--- config.mk ---
export PLATFORM = sky130hd
export DESIGN_NAME = uart_byte_tx_flat
export DESIGN_NICKNAME = d
export VERILOG_FILES = /design/src/rtl/uart_byte_tx_pkg.sv /design/src/rtl/uart_byte_tx_if.sv /design/src/rtl/uart_byte_tx_baud.sv /design/src/rtl/uart_byte_tx.sv /design/src/flat_wrapper.sv
export SDC_FILE = /design/constraint.sdc
export NUM_CORES = 1
export LEC_CHECK = 0
export ABC_AREA = 1
export BUFFER_PORTS_ARGS = -buffer_cell sky130_fd_sc_hd__clkbuf_2
export CAP_MARGIN = 20
export CELL_PAD_IN_SITES_DETAIL_PLACEMENT = 1
export CELL_PAD_IN_SITES_GLOBAL_PLACEMENT = 1
export CORE_MARGIN = 8
export CORE_UTILIZATION = 47
export CTS_BUF_LIST = sky130_fd_sc_hd__clkbuf_8
export DETAILED_ROUTE_END_ITERATION = 6
export MAX_ROUTING_LAYER = met4
export PLACE_DENSITY_LB_ADDON = 0.25
export SETUP_SLACK_MARGIN = 0.5
export SLEW_MARGIN = 20
export SYNTH_ARGS = -nofsm -noshare
export SYNTH_HDL_FRONTEND = slang
export SYNTH_SLANG_ARGS = --single-unit
--- constraint.sdc ---
create_clock -name clk -period 2.2 [get_ports clk]
set_clock_uncertainty 0.1 [all_clocks]
set_input_delay 0.11 -clock clk [delete_from_list [all_inputs] [get_ports clk]]
set_output_delay 0.11 -clock clk [all_outputs]
set_load 0.01 [all_outputs]
--- src/rtl/uart_byte_tx_pkg.sv ---
// Shared types and constants for the UART byte transmitter.
// UART_TX_PARITY_EN (when defined) adds an even-parity bit to each frame.
package uart_tx_pkg;

    typedef enum logic [2:0] {
        IDLE,
        START,
        DATA,
        PARITY,
        STOP
    } tx_state_e;

    localparam logic TX_IDLE_LEVEL = 1'b1;
    localparam int   DATA_BITS     = 8;

endpackage

--- src/rtl/uart_byte_tx_if.sv ---
// Valid/ready byte handshake into the UART transmitter.
// The producer uses the master modport and the transmitter uses the slave modport.
interface uart_byte_tx_if
    import uart_tx_pkg::*;
();

    logic [DATA_BITS-1:0] in_data;
    logic                 in_valid;
    logic                 in_ready;

    modport master (
        output in_data,
        output in_valid,
        input  in_ready
    );

    modport slave (
        input  in_data,
        input  in_valid,
        output in_ready
    );

endinterface

--- src/rtl/uart_byte_tx_baud.sv ---
// Bit-period timer: counts 0..CLKS_PER_BIT-1 while run is high and pulses bit_end
// on the terminal count. The count is cleared whenever run is low.
module uart_baud_tick #(
    parameter int CLKS_PER_BIT = 104
) (
    input  logic clk,
    input  logic reset,
    input  logic run,
    output logic bit_end
);

    localparam int            CW = (CLKS_PER_BIT > 1) ? $clog2(CLKS_PER_BIT) : 1;
    localparam logic [CW-1:0] TC = CW'(CLKS_PER_BIT - 1);

    logic [CW-1:0] cnt_q;

    assign bit_end = run && (cnt_q == TC);

    // Wrapping on the terminal count is what reloads the counter on every bit change.
    always_ff @(posedge clk or posedge reset) begin
        if (reset) begin
            cnt_q <= '0;
        end else if (!run || bit_end) begin
            cnt_q <= '0;
        end else begin
            cnt_q <= cnt_q + CW'(1);
        end
    end

endmodule

--- src/rtl/uart_byte_tx.sv ---
// UART transmitter: serialises one accepted byte per 8N1/8N2 frame, LSB first.
// Define UART_TX_PARITY_EN to insert an even-parity bit between data and stop bits.
//
//   state  | meaning
//   -------+---------------------------------------------------------------
//   IDLE   | line at mark, in_ready high, waiting for in_valid
//   START  | driving the start bit (0)
//   DATA   | driving data bits LSB first; bit_cnt wrap ends the phase
//   PARITY | driving the even-parity bit (parity build only)
//   STOP   | driving STOP_BITS stop bits; frame_done in the final clock
module uart_byte_tx
    import uart_tx_pkg::*;
#(
    parameter int CLKS_PER_BIT = 104,
    parameter int STOP_BITS    = 1
) (
    input  logic            clk,
    input  logic            reset,
    uart_byte_tx_if.slave   up,
    output logic            tx,
    output logic            busy,
    output logic            frame_done
);

    if (CLKS_PER_BIT < 2) begin : g_bad_clks_per_bit
        $error("uart_byte_tx: CLKS_PER_BIT must be >= 2");
    end
    if ((STOP_BITS != 1) && (STOP_BITS != 2)) begin : g_bad_stop_bits
        $error("uart_byte_tx: STOP_BITS must be 1 or 2");
    end

    localparam int              BCW       = $clog2(DATA_BITS);
    localparam logic [BCW-1:0]  LAST_STOP = BCW'(STOP_BITS - 1);

    tx_state_e            state_q, state_d;
    logic [DATA_BITS-1:0] shift_q, shift_d;
    logic [BCW-1:0]       bit_cnt_q, bit_cnt_d;
    logic                 tx_q, tx_d;
    logic                 busy_q, busy_d;
    logic                 bit_end;
`ifdef UART_TX_PARITY_EN
    logic                 par_q, par_d;
`endif

    uart_baud_tick #(
        .CLKS_PER_BIT (CLKS_PER_BIT)
    ) u_baud (
        .clk     (clk),
        .reset   (reset),
        .run     (state_q != IDLE),
        .bit_end (bit_end)
    );

    assign up.in_ready = (state_q == IDLE);
    assign tx          = tx_q;
    assign busy        = busy_q;

    always_ff @(posedge clk or posedge reset) begin
        if (reset) begin
            state_q   <= IDLE;
            shift_q   <= '0;
            bit_cnt_q <= '0;
            tx_q      <= TX_IDLE_LEVEL;
            busy_q    <= 1'b0;
`ifdef UART_TX_PARITY_EN
            par_q     <= 1'b0;
`endif
        end else begin
            state_q   <= state_d;
            shift_q   <= shift_d;
            bit_cnt_q <= bit_cnt_d;
            tx_q      <= tx_d;
            busy_q    <= busy_d;
`ifdef UART_TX_PARITY_EN
            par_q     <= par_d;
`endif
        end
    end

    // tx_d always carries the level of the bit that begins at the next edge,
    // so the registered line changes exactly on bit boundaries.
    always_comb begin
        state_d    = state_q;
        shift_d    = shift_q;
        bit_cnt_d  = bit_cnt_q;
        tx_d       = tx_q;
        busy_d     = busy_q;
        frame_done = 1'b0;
`ifdef UART_TX_PARITY_EN
        par_d      = par_q;
`endif

        case (state_q)
            IDLE: begin
                tx_d = TX_IDLE_LEVEL;
                if (up.in_valid) begin
                    state_d   = START;
                    shift_d   = up.in_data;
                    bit_cnt_d = '0;
                    tx_d      = 1'b0;
                    busy_d    = 1'b1;
`ifdef UART_TX_PARITY_EN
                    par_d     = 1'b0;
`endif
                end
            end

            START: begin
                if (bit_end) begin
                    state_d = DATA;
                    tx_d    = shift_q[0];
                end
            end

            DATA: begin
                if (bit_end) begin
                    bit_cnt_d = bit_cnt_q + BCW'(1);
                    shift_d   = shift_q >> 1;
`ifdef UART_TX_PARITY_EN
                    par_d     = par_q ^ shift_q[0];
`endif
                    if (bit_cnt_d == '0) begin
`ifdef UART_TX_PARITY_EN
                        state_d = PARITY;
                        tx_d    = par_q ^ shift_q[0];
`else
                        state_d = STOP;
                        tx_d    = TX_IDLE_LEVEL;
`endif
                    end else begin
                        tx_d = shift_q[1];
                    end
                end
            end

`ifdef UART_TX_PARITY_EN
            PARITY: begin
                if (bit_end) begin
                    state_d   = STOP;
                    bit_cnt_d = '0;
                    tx_d      = TX_IDLE_LEVEL;
                end
            end
`endif

            STOP: begin
                if (bit_end) begin
                    if (bit_cnt_q == LAST_STOP) begin
                        state_d    = IDLE;
                        bit_cnt_d  = '0;
                        busy_d     = 1'b0;
                        frame_done = 1'b1;
                    end else begin
                        bit_cnt_d = bit_cnt_q + BCW'(1);
                    end
                    tx_d = TX_IDLE_LEVEL;
                end
            end

            default: begin
                state_d = IDLE;
                tx_d    = TX_IDLE_LEVEL;
                busy_d  = 1'b0;
            end
        endcase
    end

endmodule

--- src/flat_wrapper.sv ---
// flat-port wrapper written by rule: the top's interface ports become plain ports
module uart_byte_tx_flat import uart_tx_pkg::*;
#(
    parameter int CLKS_PER_BIT = 104,
    parameter int STOP_BITS    = 1
)
  (clk, reset, tx, busy, frame_done, up_in_data, up_in_valid, up_in_ready);
  uart_byte_tx_if up_i ();
  input  logic clk;
  input  logic reset;
  output logic tx;
  output logic busy;
  output logic frame_done;
  input wire logic [$bits(up_i.in_data)-1:0] up_in_data;
  input wire logic [$bits(up_i.in_valid)-1:0] up_in_valid;
  output wire logic [$bits(up_i.in_ready)-1:0] up_in_ready;
  assign up_i.in_data = up_in_data;
  assign up_i.in_valid = up_in_valid;
  assign up_in_ready = up_i.in_ready;
  uart_byte_tx #(.CLKS_PER_BIT(CLKS_PER_BIT), .STOP_BITS(STOP_BITS)) u_core (.clk(clk), .reset(reset), .up(up_i), .tx(tx), .busy(busy), .frame_done(frame_done));
endmodule
==> run metrics, run 1 <==
status finished clean; drt total wl 3.363 mm; sequential element share of the synthesized area 44.33%; die width 68.62 um; DIE AREA 4708 um2; Final Cycle Share 75.38%; Slew @ Worst Pin 0.8912 ns; first-pass GRT wire length 5.575 mm; critical path's slowest cell dfrtp_1; CTS root buf clkbuf_8; Max Cap Violations 0; RSZ-0062 raised after global routing no; RR Endpoint u_core.state_q[1]; clk slew on worst S/H paths 0.08 ns; slowest stage delay, CP 0.38 ns; DR pass1 iterations 4; Placed Instances 222; relative slew slack 40.52%; worst r2r path cells 9; vias 1200; area delta synth->final 18.65%; Synth Warn # 0; Top Family by Delay on Critical Path flip-flops; worst skew pair latency 0.26 ns; clock sink count 23; RR Startpoint u_core.bit_cnt_q[0]; Longest Clk Path Bufs 2; final setup TNS 0 ns; TritonCTS clock tree built; H-tree depth 1; Initial Util 48.44%; I/O pins 15; Seq cells post-synth 23; TritonCTS Buffers 3; share of cells above drive strength 1 22.93%; Worst Path Max Fanout 6; Worst setup EP type output port; area of the core 2686 um2; Finished Layout Cells 236; Max Transition Viols Final 0; WL/cell 14.25 um; Die Height 68.62 um; Hold WC Path Type input pin to flop; vias in the first global route 1284; crit-path cells ha_2 > nand2_2 > inv_2 > nand3_4 > nor3_2 > buf_2; Final Wtd Congestion 0.9147; ant diodes 0; Detail Placement HPWL 2.461 mm; Mapped Nets 194; row cnt 19; CP endpoint frame_done; final setup violation count 0; Leakage 0.0008623 uW; Vias/cell 5.085; Layout Nets 221; total congestion overflow 0; Worst EP required 1.99 ns; Syn Area/Cell 7.270 um2; PortBufs 14; Final Hold Viols 0; CP startpoint u_core.u_baud.cnt_q[1]; WP buf/inv 2; Total GRT Usage 15.91%; First DRT Iteration DRCs 33; fmax 603.0 MHz; power density cells 460.0 nW/um2; Hold Startpoint up_in_data[4]; Final ANT Viol Nets 0; min cycle time layout 1.658 ns; Synth cell types 24; synthesized area 1301 um2; Crit. path cell count 6; Mapped Cells 179; Arr. time, crit path 1.45 ns; CP Launch Type flop; crit path kind flop to output port; initial antenna violation count 0; Max VDD drop 0.3413 mV; r2r setup slk 0.61 ns; largest net degree at the start of global routing 24; fillcell total 361; drt drc 0
[metal layers]
metal,share of wire (%),track usage [%],vias up
li1,-,-,606
met3,1.8,2.100,7
met4,1.6,7.673,0
met1,44,17.40,570
met5,0,-,-
met2,53,27.76,17
[kinds of logic after synthesis]
family | count (synthesis) | synth area share [%]
compound gates | 12 | 6.250
fa+ha+maj | 4 | 3.846
flops | 23 | 44.33
simple gates | 117 | 38.08
buf+inv | 23 | 7.500
[repair_timing]
item | in CTS | in global routing
pin swaps | 0 | 3
endpoints found under the hold margin | 23 | 0
endpoints found under the setup margin | 4 | 18
gates resized for setup | 2 | 10
hold buffers | 2 | 0
buffers inserted | 3 | 5
[flip-flops by register name, indices dropped and copies added, names as in the netlist]
name                 count
u_core.busy              1
u_core.u_baud.cnt_q      7
u_core.bit_cnt_q         3
u_core.shift_q           8
u_core.state_q           3
u_core.tx                1
[synth_stat cells (all sizes together)]
library cell,number,area (um2)
nand2,81,306.6
dfrtp,22,550.5
inv,21,81.33
nand3,17,102.6
nor2,15,61.31
o21ai,9,63.81
ha,4,50.05
a21oi,2,10.01
buf,2,16.26
nor3,2,10.01
dfstp,1,26.28
nand3b,1,7.510
nor3b,1,7.510
o21bai,1,7.510
[report_power, final]
part	switching (uW)	total [uW]	internal [uW]	leakage [uW]
Clock	136	260	125	0.0000269
Sequential	0	422	422	0.000260
Combinational	16.0	27.7	11.6	0.000575
[worst min-delay path, delay by kind of cell]
| family | cells | cell delay, ns |
|---|---|---|
| buffers and inverters | 1 | 0.07 |
| AND/OR/NAND/NOR | 4 | 0.20 |
[per-stage QoR]
step                total power, uW  instance area (um2)  worst slack, ns  util, %  hold slack (ns)
floorplan                     442.9                 1301           0.7615        -          0.01118
global placement              454.8                 1394           0.4651    51.89           0.2213
detailed placement            455.9                 1394           0.4469    51.89           0.2328
CTS                           718.4                 1490           0.4704    55.47          0.03645
global route                  744.3                 1544           0.4559    57.48          0.06000
finish                        710.3                 1544           0.5416    57.48          0.04663
[how the worst min path moves through the flow]
stage | end | cells after the start
floorplan | u_core.bit_cnt_q[0] | 1
global placement | u_core.shift_q[7] | 2
detailed placement | u_core.shift_q[7] | 2
CTS | u_core.shift_q[7] | 3
global route | u_core.shift_q[7] | 3
finish | u_core.shift_q[4] | 5
[cell usage in the layout, fill, tap and decap left out, types with 2 or more instances in the layout]
cell	instances
nand2_1	79
dfrtp_1	21
inv_1	15
nand3_1	15
clkbuf_2	13
nor2_1	11
buf_4	8
inv_2	5
o21ai_0	5
nor2_2	4
ha_1	3
clkbuf_8	3
o21ai_2	2
a21oi_1	2
dlygate4sd3_1	2
[cell type report]
cell class              count  area, um2  area share (%)
multi-input cells         133      646.9           41.90
flip-flops and latches     23      578.1           37.44
repair buffers             24      150.1           9.724
inverters                  21      85.08           5.511
clock buffers               3      41.29           2.674
well taps                  31      38.79           2.512
clock inverters             1      3.754          0.2431
(Power assumes the default switching activity.)
==> run 2: changes to the inputs <==
--- a/config.mk
+++ b/config.mk
@@ -5,13 +5,13 @@
 export SDC_FILE = /design/constraint.sdc
 export NUM_CORES = 1
 export LEC_CHECK = 0
-export ABC_AREA = 1
+export ABC_AREA = 0
 export BUFFER_PORTS_ARGS = -buffer_cell sky130_fd_sc_hd__clkbuf_2
 export CAP_MARGIN = 20
 export CELL_PAD_IN_SITES_DETAIL_PLACEMENT = 1
 export CELL_PAD_IN_SITES_GLOBAL_PLACEMENT = 1
 export CORE_MARGIN = 8
-export CORE_UTILIZATION = 47
+export CORE_UTILIZATION = 48
 export CTS_BUF_LIST = sky130_fd_sc_hd__clkbuf_8
 export DETAILED_ROUTE_END_ITERATION = 6
 export MAX_ROUTING_LAYER = met4
==> constraint.sdc (replaced) <==
create_clock -name clk -period 1.7 [get_ports clk]
set_clock_uncertainty 0.1 [all_clocks]
set_input_delay 0.085 -clock clk [delete_from_list [all_inputs] [get_ports clk]]
set_output_delay 0.085 -clock clk [all_outputs]
set_load 0.01 [all_outputs]
==> run metrics, run 2 <==
status complete, but fails checks; violated checks negative setup slack; post-synth top area share 40.48%; largest net degree at the start of global routing 15; TritonCTS clock tree built; r2r setup slk -0.06 ns; Post-synth ARST share 100.0%; First DRT Iteration DRCs 60; count leader, synth dfrtp_1; area delta synth->final 42.50%; top cell types by occurrence after synthesis dfrtp_1, nor2_1, o21ai_0, mux2_1, mux2_4; Layout Nets 181; Initial Util 49.75%; Leakage 0.0009019 uW; Most Used Layer, Global Route met2; Worst setup EP type flop; power density cells 1446 nW/um2; Seq cells post-synth 23; Synth area leader dfrtp_1; ant diodes 0; Largest regs u_core.shift_q (8), u_core.u_baud.cnt_q (7); Hold WC Path Type input pin to flop; PortBufs 14; total congestion overflow 0; Vias/cell 6.117; Worst Path Max Fanout 8; TritonCTS Buffers 3; WL/cell 25.09 um; drt total wl 4.917 mm; H-tree depth 1; vias in the first global route 1267; drt drc 0; share of cells above drive strength 1 54.55%; Adder-Cell Fraction of Synth Area 3.680%; final setup violation count 11; first-pass GRT wire length 6.817 mm; relative slew slack 62.52%; EDFF count, synth 0; hold_ws 0.06953 ns; Final Hold Viols 0; Synth Flop Type dfrtp_1; met2 usage 29.92%; Longest Clk Path Bufs 2; fillcell total 265; crit path kind flop to flop; Final ANT Viol Nets 0; vias 1199; Die Height 69.23 um; Detail Placement HPWL 2.506 mm; largest family of logic cells by synthesized area simple AND/OR/NAND/NOR gates; CP Launch Type flop; mux cell area share after synthesis 13.52%; row cnt 19; commonest non-fill, non-tap cell in the layout buf_4; most frequent cells in the layout buf_4, dfrtp_1, mux2_4, clkbuf_2, buf_6; Max Transition Viols Final 0; worst skew pair latency 0.28 ns; die width 69.23 um; Synth Warn # 0; initial antenna violation count 0; Slew @ Worst Pin 0.5616 ns; Reg with most FFs u_core.shift_q; Total GRT Usage 18.12%; I/O pins 15; XOR/XNOR share of the synthesized area 3.220%; fmax 568.2 MHz; final worst setup slack -0.05979 ns; Final Cycle Share 103.5%; Syn Area/Cell 11.24 um2; max reg flops 8; GRT met3 Usage 3.433%; synthesized area 1360 um2; area of the core 2734 um2; Arr. time, crit path 1.83 ns; DR pass1 iterations 4; post-synthesis compound-gate area fraction 15.46%; min cycle time layout 1.760 ns; Max Cap Violations 0; Max VDD drop 1.208 mV; clk slew on worst S/H paths 0.09 ns; Synth area leaders dfrtp_1, mux2_4, mux2_1; Mapped Cells 121; Simple-Gate Fraction of Synth Area 17.66%; Worst EP required 1.77 ns; final setup TNS -0.3812 ns; GR Util met1 20.05%; RSZ-0062 raised after global routing yes; DIE AREA 4793 um2; Synth cell types 44; CTS root buf clkbuf_8; sequential element share of the synthesized area 42.41%; Mapped Nets 136; clock sink count 23; Final Wtd Congestion 0.8551
run 2: final timing paths:
check | cells after the start | endpoint | from
setup / recovery | 4 | u_core.shift_q[5] | u_core.state_q[0]
hold / removal | 3 | u_core.shift_q[4] | up_in_data[4]
setup reg to reg | 4 | u_core.shift_q[5] | u_core.state_q[0]
hold reg to reg | 1 | u_core.shift_q[3] | u_core.shift_q[3]
max in group asynchronous | 4 | u_core.u_baud.cnt_q[6] | reset
min in group asynchronous | 3 | u_core.shift_q[5] | reset
run 2: area by class of cell:
class | instances | area [um2] | share of cell area [%]
Multi-Input combinational cell | 87 | 899.6 | 46.42
Sequential cell | 23 | 578.1 | 29.83
Timing Repair Buffer | 45 | 354.1 | 18.27
Clock buffer | 3 | 41.29 | 2.130
Tap cell | 31 | 38.79 | 2.001
Inverter | 6 | 22.52 | 1.162
Clock inverter | 1 | 3.754 | 0.1937
run 2: cell families after synthesis:
kind of cell               count (synthesis)
AOI/OAI and AO/OA                         29
xor gates and xnor gates                   5
adders and majority gates                  4
buffers and inverters                     11
DFF                                       23
muxes                                     14
and+or+nand+nor                           35
run 2: what timing repair did:
| item | in CTS | in global routing |
|---|---|---|
| buffers inserted | 11 | 9 |
| setup endpoints to repair | 25 | 25 |
| hold buffers | 1 | 0 |
| resized for setup | 20 | 22 |
| pin swaps | 13 | 11 |
| hold endpoints to repair | 12 | 0 |
run 2: report_power, final:
group	internal (uW)	switching [uW]	total (uW)	leakage, uW
Combinational	783	673	1460	0.000604
Sequential	772	224	996	0.000271
Clock	162	189	351	0.0000269
run 2: routing by layer:
| layer | wire length, um | vias to the layer above |
|---|---|---|
| met1 | 2095 | 605 |
| li1 | - | 520 |
| met4 | 155 | 0 |
| met3 | 309 | 13 |
| met5 | 0 | - |
| met2 | 2357 | 61 |
run 2: critical path, stage by stage, from the launching register on:
cell	delay (ns)
dfrtp_1	0.40
or2_4	0.30
nor2_8	0.21
mux2_1	0.38
mux2_4	0.26
run 2: metrics by stage:
stage	util (%)	area (um2)	setup slack [ns]	power [uW]	cells
after floorplan	-	1418	-0.08626	1585	121
after global placement	57.03	1559	0.01094	1811	171
after detailed placement	57.03	1559	0.004197	1906	171
after CTS	65.40	1788	0.01538	2466	187
after global routing	70.89	1938	-0.1047	2950	196
final	70.89	1938	-0.05979	2803	196
==> run 3: changes to the inputs <==
--- a/config.mk
+++ b/config.mk
@@ -16,6 +16,7 @@
 export DETAILED_ROUTE_END_ITERATION = 6
 export MAX_ROUTING_LAYER = met4
 export PLACE_DENSITY_LB_ADDON = 0.25
+export RECOVER_POWER = 100
 export SETUP_SLACK_MARGIN = 0.5
 export SLEW_MARGIN = 20
 export SYNTH_ARGS = -nofsm -noshare
==> run metrics, run 3 (synthesis results as in run 2) <==
PortBufs 14; post-route cell area 1932 um2; Worst setup EP type flop; Hold WC Path Type input pin to flop; max reg flops 8; post-layout util 70.66%; fmax 564.1 MHz; DIE AREA 4793 um2; clock sink count 23; worst hold endpoint u_core.shift_q[4]; clk slew on worst S/H paths 0.09 ns; WHS Path Cells 3; Largest regs u_core.shift_q (8), u_core.u_baud.cnt_q (7); violated checks negative setup slack; Worst EP required 1.76 ns; area of the core 2734 um2; drt drc 0; Final Cycle Share 104.3%; Hold Startpoint up_in_data[4]; min cycle time layout 1.773 ns; TritonCTS Buffers 3; Max Cap Violations 0; Reg with most FFs u_core.shift_q; worst skew pair latency 0.27 ns; Die Height 69.23 um; hold_ws 0.07170 ns; vias in the first global route 1267; worst r2r path cells 4; DR pass1 iterations 4; RR Endpoint u_core.shift_q[5]; placed cell areas 1559 um2; Total Power 2793 uW; ant diodes 0; Layout Nets 181; Vias/cell 6.138; WL/cell 24.94 um; Seq. cell area 578.1 um2; Max Transition Viols Final 0; Worst Path Max Fanout 8; TritonCTS clock tree built; CTS root buf clkbuf_8; crit path kind flop to flop; Arr. time, crit path 1.84 ns; row cnt 19; multi-input logic area 899.6 um2; CP Launch Type flop; most frequent cells in the layout buf_4, dfrtp_1, mux2_4; final setup violation count 11; Final ANT Viol Nets 0; r2r setup slk -0.07 ns; H-tree depth 1; first-pass GRT wire length 6.817 mm; power density cells 1446 nW/um2; RSZ-0062 raised after global routing yes; area delta synth->final 42.04%; Leakage 0.0008927 uW; status complete, but fails checks; I/O pins 15; Detail Placement HPWL 2.506 mm; Slew @ Worst Pin 0.5842 ns; die width 69.23 um; largest net degree at the start of global routing 15; Total GRT Usage 18.12%; share of cells above drive strength 1 52.73%; total congestion overflow 0; Max VDD drop 1.204 mV; RR Startpoint u_core.state_q[0]; initial antenna violation count 0; Initial Util 49.75%; fillcell total 267; Longest Clk Path Bufs 2; Final Hold Viols 0; First DRT Iteration DRCs 86; vias 1203; relative slew slack 61.06%; Final Wtd Congestion 0.8551; drt total wl 4.889 mm; final worst setup slack -0.07260 ns
## run 3: cell count changes in the layout (fill, tap and decap cells not counted), sizes merged
cell    previous run  this run
buf               32        31
clkbuf            15        16
## run 3: final cells by class
class | instances | share of cell area (%)
multi-input combinational | 87 | 46.57
clock inverter | 1 | 0.1943
tap | 31 | 2.008
sequential | 23 | 29.92
inverter | 6 | 1.166
timing repair buffer | 45 | 18.01
clock buffer | 3 | 2.137
## run 3: worst max path at each step
stage	from	depth (start not counted)	end	slack (ns)
6_report	u_core.state_q[0]	4	u_core.shift_q[5]	-0.07
5_1_grt	u_core.u_baud.cnt_q[6]	5	frame_done	-0.10
4_1_cts	u_core.u_baud.cnt_q[0]	5	frame_done	0.02
3_5_place_dp	u_core.state_q[1]	4	u_core.shift_q[3]	0.004
3_3_place_gp	u_core.bit_cnt_q[0]	6	u_core.bit_cnt_q[0]	0.01
2_1_floorplan	u_core.state_q[2]	6	u_core.shift_q[0]	-0.09
## run 3: timing repair
| item | in CTS | in global routing |
|---|---|---|
| hold endpoints to repair | 12 | 0 |
| setup endpoints to repair | 25 | 25 |
| resized for setup | 20 | 22 |
| setup buffers | 11 | 9 |
| pin swaps | 13 | 11 |
| hold buffers | 1 | 0 |
## run 3: through the flow
step	setup TNS, ns	cells	setup WS (ns)
final	-0.5218	196	-0.07260
after global routing	-1.044	196	-0.1047
after CTS	0	187	0.01538
after detailed placement	0	171	0.004197
after global placement	0	171	0.01094
after floorplan	-0.5812	121	-0.08626
## run 3: critical path: stages (launching register included)
cell and delay, ns:
dfrtp_1 0.40, or2_4 0.30, nor2_8 0.21, mux2_1 0.39, mux2_4 0.27
## run 3: where the power goes
group	switching [uW]	total [uW]	internal (uW)	leakage [uW]
Clock	187	349	162	0.0000269
Combinational	673	1450	777	0.000595
Sequential	222	994	772	0.000271
## run 3: routing by layer
metal,vias up,track usage (%),part of all wire [%]
li1,522,-,-
met1,619,20.05,43
met2,49,29.92,49
met3,13,3.433,5.0
met4,0,10.02,3.2
met5,-,-,0
